`config.mk`:
```
export PLATFORM = sky130hd
export DESIGN_NAME = rs_issue_queue
export DESIGN_NICKNAME = d
export VERILOG_FILES = /design/src/rtl/rs_issue_queue.sv
export SDC_FILE = /design/constraint.sdc
export NUM_CORES = 1
export LEC_CHECK = 0
export CORE_UTILIZATION = 35
export DETAILED_ROUTE_END_ITERATION = 12
export PLACE_DENSITY_LB_ADDON = 0.08
export SLEW_MARGIN = 5
export SYNTH_ARGS = -nofsm -noshare
export SYNTH_HDL_FRONTEND = slang
export SYNTH_SLANG_ARGS = --single-unit
```
`constraint.sdc`:
```
create_clock -name clk -period 4.76 [get_ports clk]
set_input_delay 1.19 -clock clk [delete_from_list [all_inputs] [get_ports clk]]
set_output_delay 1.19 -clock clk [all_outputs]
set_load 0.03 [all_outputs]
```
`src/rtl/rs_issue_queue.sv`:
```
// Tomasulo reservation station: captures operands from the CDB, tracks issue order
// in an age matrix and dispatches the oldest fully-ready entry through a registered output stage.
module rs_issue_queue #(
  parameter int         DEPTH       = 4,
  parameter int         TAG_BASE    = 0,
  parameter logic [4:0] INVALID_TAG = 5'b11111
) (
  input  logic        clk,
  input  logic        rst_n,
  input  logic        flush,
  input  logic        issue_valid,
  output logic        issue_ready,
  input  logic [3:0]  issue_op,
  input  logic [31:0] issue_val_1,
  input  logic [31:0] issue_val_2,
  input  logic [4:0]  issue_tag_1,
  input  logic [4:0]  issue_tag_2,
  output logic [4:0]  issue_alloc_tag,
  input  logic        cdb_valid,
  input  logic [4:0]  cdb_tag,
  input  logic [31:0] cdb_val,
  output logic        disp_valid,
  input  logic        disp_ready,
  output logic [3:0]  disp_op,
  output logic [31:0] disp_val_1,
  output logic [31:0] disp_val_2,
  output logic [4:0]  disp_tag,
  output logic [3:0]  count
);
  localparam int IW = $clog2(DEPTH);

  logic [DEPTH-1:0] busy_q, busy_d;
  logic [DEPTH-1:0] older_q [DEPTH];
  logic [DEPTH-1:0] older_d [DEPTH];
  logic [3:0]       op_q    [DEPTH];
  logic [31:0]      val1_q  [DEPTH];
  logic [31:0]      val2_q  [DEPTH];
  logic [4:0]       tag1_q  [DEPTH];
  logic [4:0]       tag2_q  [DEPTH];
  logic [3:0]       count_q, count_d;
  logic             dvalid_q;
  logic [3:0]       dop_q;
  logic [31:0]      dval1_q, dval2_q;
  logic [4:0]       dtag_q;

  logic [DEPTH-1:0] rdy, sel;
  logic [IW-1:0]    alloc_idx, sel_idx;
  logic             has_free, any_rdy, accept, load;

  function automatic logic cdb_hit(input logic v, input logic [4:0] ct, input logic [4:0] t);
    return v && (ct != INVALID_TAG) && (ct == t);
  endfunction

  always_comb begin
    has_free  = 1'b0;
    alloc_idx = '0;
    for (int i = DEPTH - 1; i >= 0; i--) begin
      if (!busy_q[i]) begin
        has_free  = 1'b1;
        alloc_idx = IW'(i);
      end
    end
    // An entry is selected when it is ready and no older entry is also ready.
    for (int i = 0; i < DEPTH; i++)
      rdy[i] = busy_q[i] && (tag1_q[i] == INVALID_TAG) && (tag2_q[i] == INVALID_TAG);
    any_rdy = |rdy;
    sel_idx = '0;
    for (int i = 0; i < DEPTH; i++) begin
      sel[i] = rdy[i];
      for (int j = 0; j < DEPTH; j++)
        if (rdy[j] && older_q[j][i]) sel[i] = 1'b0;
      if (sel[i]) sel_idx = IW'(i);
    end
    accept = issue_valid && has_free;
    load   = any_rdy && (!dvalid_q || disp_ready);
  end

  always_comb begin
    busy_d = busy_q;
    for (int i = 0; i < DEPTH; i++) older_d[i] = older_q[i];
    if (load) busy_d[sel_idx] = 1'b0;
    if (accept) begin
      busy_d[alloc_idx]  = 1'b1;
      older_d[alloc_idx] = '0;
      for (int j = 0; j < DEPTH; j++) older_d[j][alloc_idx] = busy_q[j];
    end
    count_d = count_q + 4'(accept) - 4'(load);
  end

  // Entry payload: written on allocation, otherwise updated by CDB wakeup.
  always_ff @(posedge clk) begin
    for (int i = 0; i < DEPTH; i++) begin
      if (accept && (alloc_idx == IW'(i))) begin
        op_q[i] <= issue_op;
        if (cdb_hit(cdb_valid, cdb_tag, issue_tag_1)) begin
          val1_q[i] <= cdb_val;
          tag1_q[i] <= INVALID_TAG;
        end else begin
          val1_q[i] <= issue_val_1;
          tag1_q[i] <= issue_tag_1;
        end
        if (cdb_hit(cdb_valid, cdb_tag, issue_tag_2)) begin
          val2_q[i] <= cdb_val;
          tag2_q[i] <= INVALID_TAG;
        end else begin
          val2_q[i] <= issue_val_2;
          tag2_q[i] <= issue_tag_2;
        end
      end else if (busy_q[i]) begin
        if (cdb_hit(cdb_valid, cdb_tag, tag1_q[i])) begin
          val1_q[i] <= cdb_val;
          tag1_q[i] <= INVALID_TAG;
        end
        if (cdb_hit(cdb_valid, cdb_tag, tag2_q[i])) begin
          val2_q[i] <= cdb_val;
          tag2_q[i] <= INVALID_TAG;
        end
      end
    end
  end

  // Control state and output stage.
  always_ff @(posedge clk or negedge rst_n) begin
    if (!rst_n) begin
      busy_q   <= '0;
      for (int i = 0; i < DEPTH; i++) older_q[i] <= '0;
      count_q  <= '0;
      dvalid_q <= 1'b0;
      dop_q    <= '0;
      dval1_q  <= '0;
      dval2_q  <= '0;
      dtag_q   <= '0;
    end else if (flush) begin
      busy_q   <= '0;
      for (int i = 0; i < DEPTH; i++) older_q[i] <= '0;
      count_q  <= '0;
      dvalid_q <= 1'b0;
      dop_q    <= '0;
      dval1_q  <= '0;
      dval2_q  <= '0;
      dtag_q   <= '0;
    end else begin
      busy_q  <= busy_d;
      for (int i = 0; i < DEPTH; i++) older_q[i] <= older_d[i];
      count_q <= count_d;
      if (load) begin
        dvalid_q <= 1'b1;
        dop_q    <= op_q[sel_idx];
        dval1_q  <= val1_q[sel_idx];
        dval2_q  <= val2_q[sel_idx];
        dtag_q   <= 5'(TAG_BASE + int'(sel_idx));
      end else if (disp_ready) begin
        dvalid_q <= 1'b0;
      end
    end
  end

  assign issue_ready     = has_free;
  assign issue_alloc_tag = 5'(TAG_BASE + int'(alloc_idx));
  assign disp_valid      = dvalid_q;
  assign disp_op         = dop_q;
  assign disp_val_1      = dval1_q;
  assign disp_val_2      = dval2_q;
  assign disp_tag        = dtag_q;
  assign count           = count_q;
endmodule
```
After elaboration in Yosys (flattened, before gate mapping)
Memories as Yosys holds them, arrays and structs flattened.
Index checks and enable logic that the tools add are counted.
{"block": "classes", "add_sub_neg": 2, "n_lt_le_gt_ge": 6, "eq_ne": 22, "mux": 167, "bitwise": 38, "reduce_logical": 50}
{"operator": "2-to-1 mux 32 bit", "count": 20}
{"operator": "2-to-1 mux 1 bit", "count": 101}
{"operator": "2-to-1 mux 5 bit", "count": 18}
{"operator": "== test 5 bit", "count": 10}
{"operator": "== test 5 bit, second input constant", "count": 8}
{"operator": "logical AND 1 bit", "count": 40}
{"operator": "2-to-1 mux 4 bit", "count": 10}
{"operator": "2-to-1 mux 16 bit", "count": 2}
{"operator": "OR 1 bit", "count": 32}
{"operator": "2-to-1 mux 2 bit", "count": 9}
{"operator": "bitwise AND 16 bit", "count": 1}
{"operator": "bitwise mux 4 bit", "count": 4}
{"operator": "NOT 16 bit", "count": 1}
{"operator": "OR reduction 4 bit", "count": 4}
{"operator": "demux 4 bit (select 2 bit)", "count": 1}
{"operator": "< comparator 2 x 3 -> 1 bit, second input constant", "count": 2}
{"operator": "!= test 5 bit, second input constant", "count": 1}
{"operator": "adder 4 x 1 -> 4 bit", "count": 1}
{"operator": "bitwise AND 4 bit", "count": 1}
{"operator": "demux 1 bit (select 2 bit)", "count": 2}
{"operator": "== test 2 bit, second input constant", "count": 2}
{"operator": "greater-or-equal comparator 2 x 1 -> 1 bit, second input constant", "count": 2}
{"operator": "NOT 4 bit", "count": 1}
{"operator": "OR 4 bit", "count": 1}
{"operator": "other kinds (10)", "count": 11}
{"block": "totals", "reg_bits": 98, "mem_bits_rw": 312, "output_inout_bits": 84, "elab_cells": 301, "mem_count": 5}
{"name": "val1_q", "words": 4, "word_bits": 32, "read_ports": 1, "rd_ports_with_merged_regs": 0, "wr": 4, "line_no": "36", "source": "logic [31:0] val1_q [DEPTH];"}
{"name": "val2_q", "words": 4, "word_bits": 32, "read_ports": 1, "rd_ports_with_merged_regs": 0, "wr": 4, "line_no": "37", "source": "logic [31:0] val2_q [DEPTH];"}
{"name": "tag1_q", "words": 4, "word_bits": 5, "read_ports": 4, "rd_ports_with_merged_regs": 0, "wr": 4, "line_no": "38", "source": "logic [4:0] tag1_q [DEPTH];"}
{"name": "tag2_q", "words": 4, "word_bits": 5, "read_ports": 4, "rd_ports_with_merged_regs": 0, "wr": 4, "line_no": "39", "source": "logic [4:0] tag2_q [DEPTH];"}
{"name": "op_q", "words": 4, "word_bits": 4, "read_ports": 1, "rd_ports_with_merged_regs": 0, "wr": 1, "line_no": "35", "source": "logic [3:0] op_q [DEPTH];"}

Longest topological paths before layout
Gate-level depths: netlist (run 1).
An unclocked memory read counts as a cell.
{"block": "logic_depth", "depth_word": 22, "depth_mapped": 14, "mapped_depth_nobuf": 11}

Worst setup path before layout (run 1)
No wires, ideal clock.
{"block": "synth_path", "path_kind": "in2reg", "startpoint": "input port cdb_tag[1]", "endpoint": "memory tag2_q[2][0], enable pin", "arrival_time_ps": 5546, "required_ps": 4226, "setup_slack_ps": -1321, "stages": 4, "path_buffers": 1, "cell_sequence": "buf_2 -> xnor2_1 -> nand3_1 -> o41ai_1"}
{"item": "start, declared", "line_no": "20", "source": "input logic [4:0] cdb_tag,"}
{"item": "end, declared", "line_no": "39"}

Worst setup path after layout (run 1)
{"block": "layout_path", "startpoint": "register busy_q[3]", "endpoint": "output port issue_alloc_tag[0]"}
{"block": "layout_between", "elab_chain_len": 4}
{"item": "start, declared", "line_no": "32", "source": "logic [DEPTH-1:0] busy_q, busy_d;"}
{"item": "start signal, assigned", "line_no": "143", "source": "busy_q <= busy_d;"}
{"item": "2-to-1 mux 2 bit (4 in a row)", "line_no": "58", "source": "if (!busy_q[i]) begin"}
{"item": "end, declared", "line_no": "18", "source": "output logic [4:0] issue_alloc_tag,"}
Every way passes these cells.

==> flow_metrics.py, run 1 <==
metrics = {
    "outcome": {
        "status": "completed",
    },
    "pwr": {
        "power_switching_w": 0.00193,
        "p_comb_frac": 0.093,
        "sequentialPowerShare": 0.465,
        "clkPwrFrac": 0.442,
        "switching_share": 0.226,
        "leakage_nw": 8.52,
        "p_int_w": 0.00660,
        "power_density_nw_per_um2": 350,
        "ir_worst_vdd_uv": 232,
        "total_power_w": 0.00854,
    },
    "worst_setup_path": {
        "cp_cell_sequence": "nand2b_1, a21boi_0, clkdlybuf4s50_1",
        "worstSetupPathType": "reg -> out",
        "path_delay_family": "buffers and inverters",
        "max_stage_delay_ns": 0.75,
        "rr_worst_depth": 7,
        "cp.buffers_inverters": 1,
        "reg2reg_to": "disp_val_2[24]",
        "start_kind": "flop",
        "slowest_stage": "clkdlybuf4s50_1",
        "reg2reg_from": "busy_q[0]",
        "cp.arrival_ns": 2.44,
        "cp_max_fo": 8,
        "reg2reg_setup_slack_ns": 1.40,
        "worstPathRequired_ns": 3.57,
        "endpoint_kind": "output pin",
    },
    "timing": {
        "timing.fmax_mhz": 276,
        "fin_crit_sh": 0.762,
        "layout_min_cycle_time_ns": 3.63,
        "rsz0062_at_grt": "no",
        "relSlewSlack": 0.233,
        "drv_slew": 0,
        "hold_violations": 0,
        "setup_viol": 0,
        "finalSetupTns_ns": 0,
        "skew_ns": 0.0130,
        "tightest_slew_ns": 1.15,
    },
    "cts": {
        "ctsHtreeMaxLevel": 2,
        "cts_setup_buffers": 0,
        "hold_buffers": 0,
        "cts_root_buffer": "clkbuf_16",
        "cts_buffers": 48,
        "cts_resized": 0,
        "cts_sinks": 403,
        "cts_tree": "built",
        "clkTransAtPathRegs_ns": 0.06,
        "insertion_delay_ns": 0.59,
        "clk_path_buf_depth": 3,
    },
    "global_routing": {
        "grt_use_met2": 0.353,
        "grt_antenna_before_repair": 2,
        "grt_pass1_wl_um": 89700,
        "grt_use_met1": 0.302,
        "grt_overflow": 0,
        "grt_pass1_vias": 13000,
        "top_usage_layer": "met2",
        "grt_max_degree": 139,
        "use_met3": 0.0283,
        "track_usage": 0.216,
    },
    "floorplanning": {
        "rows": 86,
        "dieArea_um2": 56900,
        "die_h_um": 238,
        "die_w_um": 238,
        "core_um2": 55200,
        "ioPinCount": 205,
        "initial_core_util": 0.355,
    },
    "flow_run": {
        "maxCapViolations": 0,
    },
    "drt": {
        "first_pass_iters": 5,
        "drt_iter0_drc": 840,
        "drc": 0,
        "wl_um": 60100,
        "vias": 12400,
        "ant_nets": 0,
        "routedWlPerCell_um": 25.7,
        "vias_per_cell": 5.31,
    },
    "finish": {
        "num-fill-cells": 5079,
        "utilization": 0.442,
        "drive_gt1_frac": 0.312,
        "final_area_um2": 24400,
        "area_delta_synth_final_pct": 24.7,
        "instances_no_fill": 2340,
        "nNetsFinal": 1679,
    },
    "yosys": {
        "synthDistinctLibCells": 52,
        "async_flop_share": 0.226,
        "synth_area_um2": 19600,
        "yosys.area.top_type": "edfxtp_1",
        "synth_area_leaders": "edfxtp_1, mux2_2, dfrtp_1, mux2_4, a311oi_1",
        "ys_warn_count": 0,
        "avgSynthCellArea_um2": 14.4,
        "synth_edf_count": 312,
        "ys_ff_latch": 403,
        "synth.top_cell.area_share": 0.479,
        "synthFlopType": "edfxtp_1",
        "seq_area_frac_synth": 0.595,
        "synthCells": 1357,
    },
    "placement": {
        "dp_cells": 2251,
        "place_area_um2": 22800,
        "post-dp-hpwl_um": 36800,
        "place.gp.congestion": 0.795,
        "port_buffers": 198,
    },
    "hold_path": {
        "holdPathStages": 1,
        "hold_end": "older_q[9]",
        "hold_path_class": "reg -> reg",
        "worstHoldStart": "older_q[9]",
    },
}
-- area by class of cell --
type | instances | area, um^2 | share of cell area
repair buffers | 252 | 2570 | 0.105
flip-flops and latches | 403 | 11600 | 0.477
multi-input cells | 834 | 7610 | 0.312
clock buffers | 69 | 1350 | 0.0554
inverters | 14 | 52.6 | 0.00215
clock inverters | 19 | 240 | 0.00984
diodes | 1 | 2.50 | 0.000103
well taps | 748 | 936 | 0.0383
-- synthesized netlist by cell type (11+ instances only) --
library cell and number:
edfxtp_1 312, mux2_2 257, dfrtp_1 91, nor2_1 85
nand2_1 79, mux2_4 67, clkbuf_1 66, a311oi_1 63
o221ai_1 46, or3_1 40, xnor2_1 32, buf_2 27
o221ai_2 22, xor2_1 21, nand3_1 15, inv_1 14
nand4_1 12, nor3_1 11
-- through the flow --
stage	hold WS, ns	worst slack, ns
2_1_floorplan	0.454	0.432
3_3_place_gp	0.490	0.806
3_5_place_dp	0.488	0.752
4_1_cts	0.504	1.07
5_1_grt	0.532	1.07
6_report	0.502	1.13
-- cells in the final DEF (no fill, tap or decap), types with 22 or more instances in the layout --
cell type	n
a311oi_1	63
buf_4	41
clkbuf_16	49
clkdlybuf4s50_1	196
dfrtp_1	91
edfxtp_1	312
mux2_2	257
mux2_4	67
nand2_1	79
nor2_1	76
o221ai_1	46
o221ai_2	22
or3_1	40
xnor2_1	32
-- per-layer routing --
layer,part of all wire,vias to the layer above
li1,-,5681
met1,0.46,6374
met2,0.48,283
met3,0.039,78
met4,0.018,2
met5,0.00022,-
-- flip-flops by register name, indices dropped and copies added (netlist names) --
name / count
tag2_q: 20
disp_op: 4
op_q: 16
val2_q: 128
tag1_q: 20
count: 4
disp_val_1: 32
val1_q: 128
disp_tag: 2
disp_val_2: 32
disp_valid: 1
busy_q: 4
older_q: 12
-- kinds of logic (layout without fill, tap and decap cells) --
family                     after synthesis  after routing  synth area share
AOI/OAI and AO/OA                      176            176            0.0825
and+or+nand+nor                        270            270            0.0653
other                                    1              7          0.000192
adders and majority gates                5              5           0.00358
xor gates and xnor gates                53             53            0.0237
buffers and inverters                  125            354            0.0303
muxes                                  324            324             0.199
DFF                                    403            403             0.595
-- how the worst max path moves through the flow --
stage,start,end,slack (ns),cells past startpoint
2_1_floorplan,cdb_tag[2],tag2_q[2][0],0.43,4
3_3_place_gp,cdb_tag[3],val1_q[2][13],0.81,9
3_5_place_dp,cdb_tag[3],val1_q[2][21],0.75,9
4_1_cts,busy_q[3],issue_alloc_tag[0],1.07,3
5_1_grt,busy_q[3],issue_alloc_tag[0],1.07,3
6_report,busy_q[3],issue_alloc_tag[0],1.13,3
-- power by group through the flow --
stage | registers, W | clock network, W | logic, W
CTS | 0.00397 | 0.00386 | 0.000808
global placement | 0.00403 | 0 | 0.000798
global route | 0.00397 | 0.00400 | 0.000859
finish | 0.00397 | 0.00377 | 0.000795
floorplan | 0.00405 | 0 | 0.000416
detailed placement | 0.00404 | 0 | 0.000804
Power figures use the tool's default switching activity.
==> run 2: changes to the inputs <==
==> constraint.sdc (replaced) <==
create_clock -name clk -period 3.5 [get_ports clk]
set_input_delay 0.875 -clock clk [delete_from_list [all_inputs] [get_ports clk]]
set_output_delay 0.875 -clock clk [all_outputs]
set_load 0.03 [all_outputs]
==> flow_metrics.py, run 2 (synthesis results as in run 1) <==
metrics = {
    "worst_setup_path": {
        "endpoint_kind": "output pin",
        "slowest_stage": "clkdlybuf4s50_1",
        "reg2reg_setup_slack_ns": 0.50,
        "worstSetupPathType": "reg -> out",
        "max_stage_delay_ns": 0.76,
        "cp.arrival_ns": 2.41,
        "start_kind": "flop",
        "cp_cell_sequence": "nand2b_1, a21boi_0, clkdlybuf4s50_1",
        "worstPathRequired_ns": 2.62,
        "cp_max_fo": 8,
    },
    "cts": {
        "cts_root_buffer": "clkbuf_16",
        "clk_path_buf_depth": 3,
        "insertion_delay_ns": 0.59,
        "ctsHtreeMaxLevel": 2,
        "cts_sinks": 403,
        "cts_setup_buffers": 0,
        "cts_buffers": 47,
        "cts_tree": "built",
        "clkTransAtPathRegs_ns": 0.06,
        "cts_resized": 0,
        "hold_buffers": 0,
    },
    "drt": {
        "routedWlPerCell_um": 24.4,
        "vias": 12400,
        "wl_um": 57600,
        "drc": 0,
        "first_pass_iters": 5,
        "vias_per_cell": 5.25,
        "ant_nets": 0,
        "drt_iter0_drc": 779,
    },
    "timing": {
        "finalHoldWorstSlack_ns": 0.358,
        "rsz0062_at_grt": "no",
        "drv_slew": 0,
        "setup_viol": 0,
        "relSlewSlack": 0.405,
        "hold_violations": 0,
        "tightest_slew_ns": 0.885,
        "layout_min_cycle_time_ns": 3.28,
        "setup_ws_ns": 0.217,
        "fin_crit_sh": 0.938,
        "skew_ns": 0.0173,
        "timing.fmax_mhz": 305,
    },
    "finish": {
        "most-common-layout-cells": "edfxtp_1, mux2_2, clkdlybuf4s50_1",
        "nNetsFinal": 1701,
        "layout_commonest_cell": "edfxtp_1",
        "reg_top3": "val1_q: 128 flops, val2_q: 128 flops",
        "drive_gt1_frac": 0.317,
        "area_delta_synth_final_pct": 25.9,
        "utilization": 0.446,
    },
    "flow_run": {
        "maxCapViolations": 0,
    },
    "global_routing": {
        "grt_antenna_before_repair": 7,
        "grt_pass1_wl_um": 86200,
        "grt_pass1_vias": 13000,
        "grt_overflow": 0,
        "grt_max_degree": 139,
        "track_usage": 0.206,
    },
    "placement": {
        "port_buffers": 198,
        "post-dp-hpwl_um": 36600,
        "place.gp.congestion": 0.816,
        "dp_slack_ns": 0.267,
    },
    "pwr": {
        "sequentialPowerShare": 0.482,
        "leakage_nw": 8.63,
        "p_comb_frac": 0.099,
        "p_int_w": 0.00863,
        "power_density_nw_per_um2": 454,
        "total_power_w": 0.0112,
        "clkPwrFrac": 0.420,
        "power_switching_w": 0.00256,
        "switching_share": 0.229,
        "ir_worst_vdd_uv": 294,
    },
    "floorplanning": {
        "dieArea_um2": 56900,
        "initial_core_util": 0.355,
        "die_h_um": 238,
        "die_w_um": 238,
        "rows": 86,
        "ioPinCount": 205,
        "core_um2": 55200,
    },
    "hold_path": {
        "hold_path_class": "in -> async",
    },
    "outcome": {
        "status": "completed",
    },
}
## run 2: cell types whose count changed in the layout (fill, tap and decap cells not counted), sizes merged
cell      delta
bufinv       -5
buf         +23
clkbuf      +10
diode        +3
clkinv       -6
clkinvlp     -1
## run 2: worst max-delay path, delay by kind of cell (launching register included)
kind | cells | cell delay (ns)
flops | 1 | 0.49
buf+inv | 1 | 0.76
simple gates | 1 | 0.23
compound gates | 1 | 0.35
## run 2: power groups by stage
stage	Combinational, W	Clock [W]	Sequential, W
2_1_floorplan	0.000572	0	0.00551
3_3_place_gp	0.00111	0	0.00548
3_5_place_dp	0.00112	0	0.00549
4_1_cts	0.00112	0.00483	0.00539
5_1_grt	0.00120	0.00500	0.00540
6_report	0.00110	0.00470	0.00539
## run 2: layer usage
| metal | share of wire | routed length (um) | GRT usage |
|---|---|---|---|
| met5 | 0.0011 | 61 | 0 |
| met4 | 0.024 | 1380 | 0.0627 |
| met3 | 0.049 | 2810 | 0.0355 |
| met2 | 0.48 | 27800 | 0.344 |
| met1 | 0.44 | 25600 | 0.274 |
## run 2: stage by stage
| stage | setup TNS (ns) | cells | area [um^2] |
|---|---|---|---|
| 6_report | 0 | 2364 | 24600 |
| 5_1_grt | 0 | 2362 | 24600 |
| 4_1_cts | 0 | 2360 | 24600 |
| 3_5_place_dp | 0 | 2274 | 23200 |
| 3_3_place_gp | 0 | 2274 | 23200 |
| 2_1_floorplan | -62.61 | 1362 | 19700 |
## run 2: cell type report
| class | count | area, um^2 |
|---|---|---|
| Tap cell | 748 | 936 |
| Sequential cell | 403 | 11600 |
| Inverter | 14 | 52.6 |
| Clock inverter | 7 | 57.6 |
| Timing Repair Buffer | 275 | 2940 |
| Antenna cell | 4 | 10.0 |
| Fill cell | 5005 | 30600 |
| Clock buffer | 79 | 1380 |
| Multi-Input combinational cell | 834 | 7610 |
## run 2: path summary, 6_finish.rpt
path / startpoint / end / cells past startpoint
max: busy_q[3] / issue_alloc_tag[0] / 3
min: rst_n / count[3] / 2
max reg2reg: tag2_q[2][2] / count[2] / 11
min reg2reg: older_q[9] / older_q[9] / 1
max in group asynchronous: rst_n / disp_val_2[23] / 2
min in group clk: older_q[9] / older_q[9] / 1
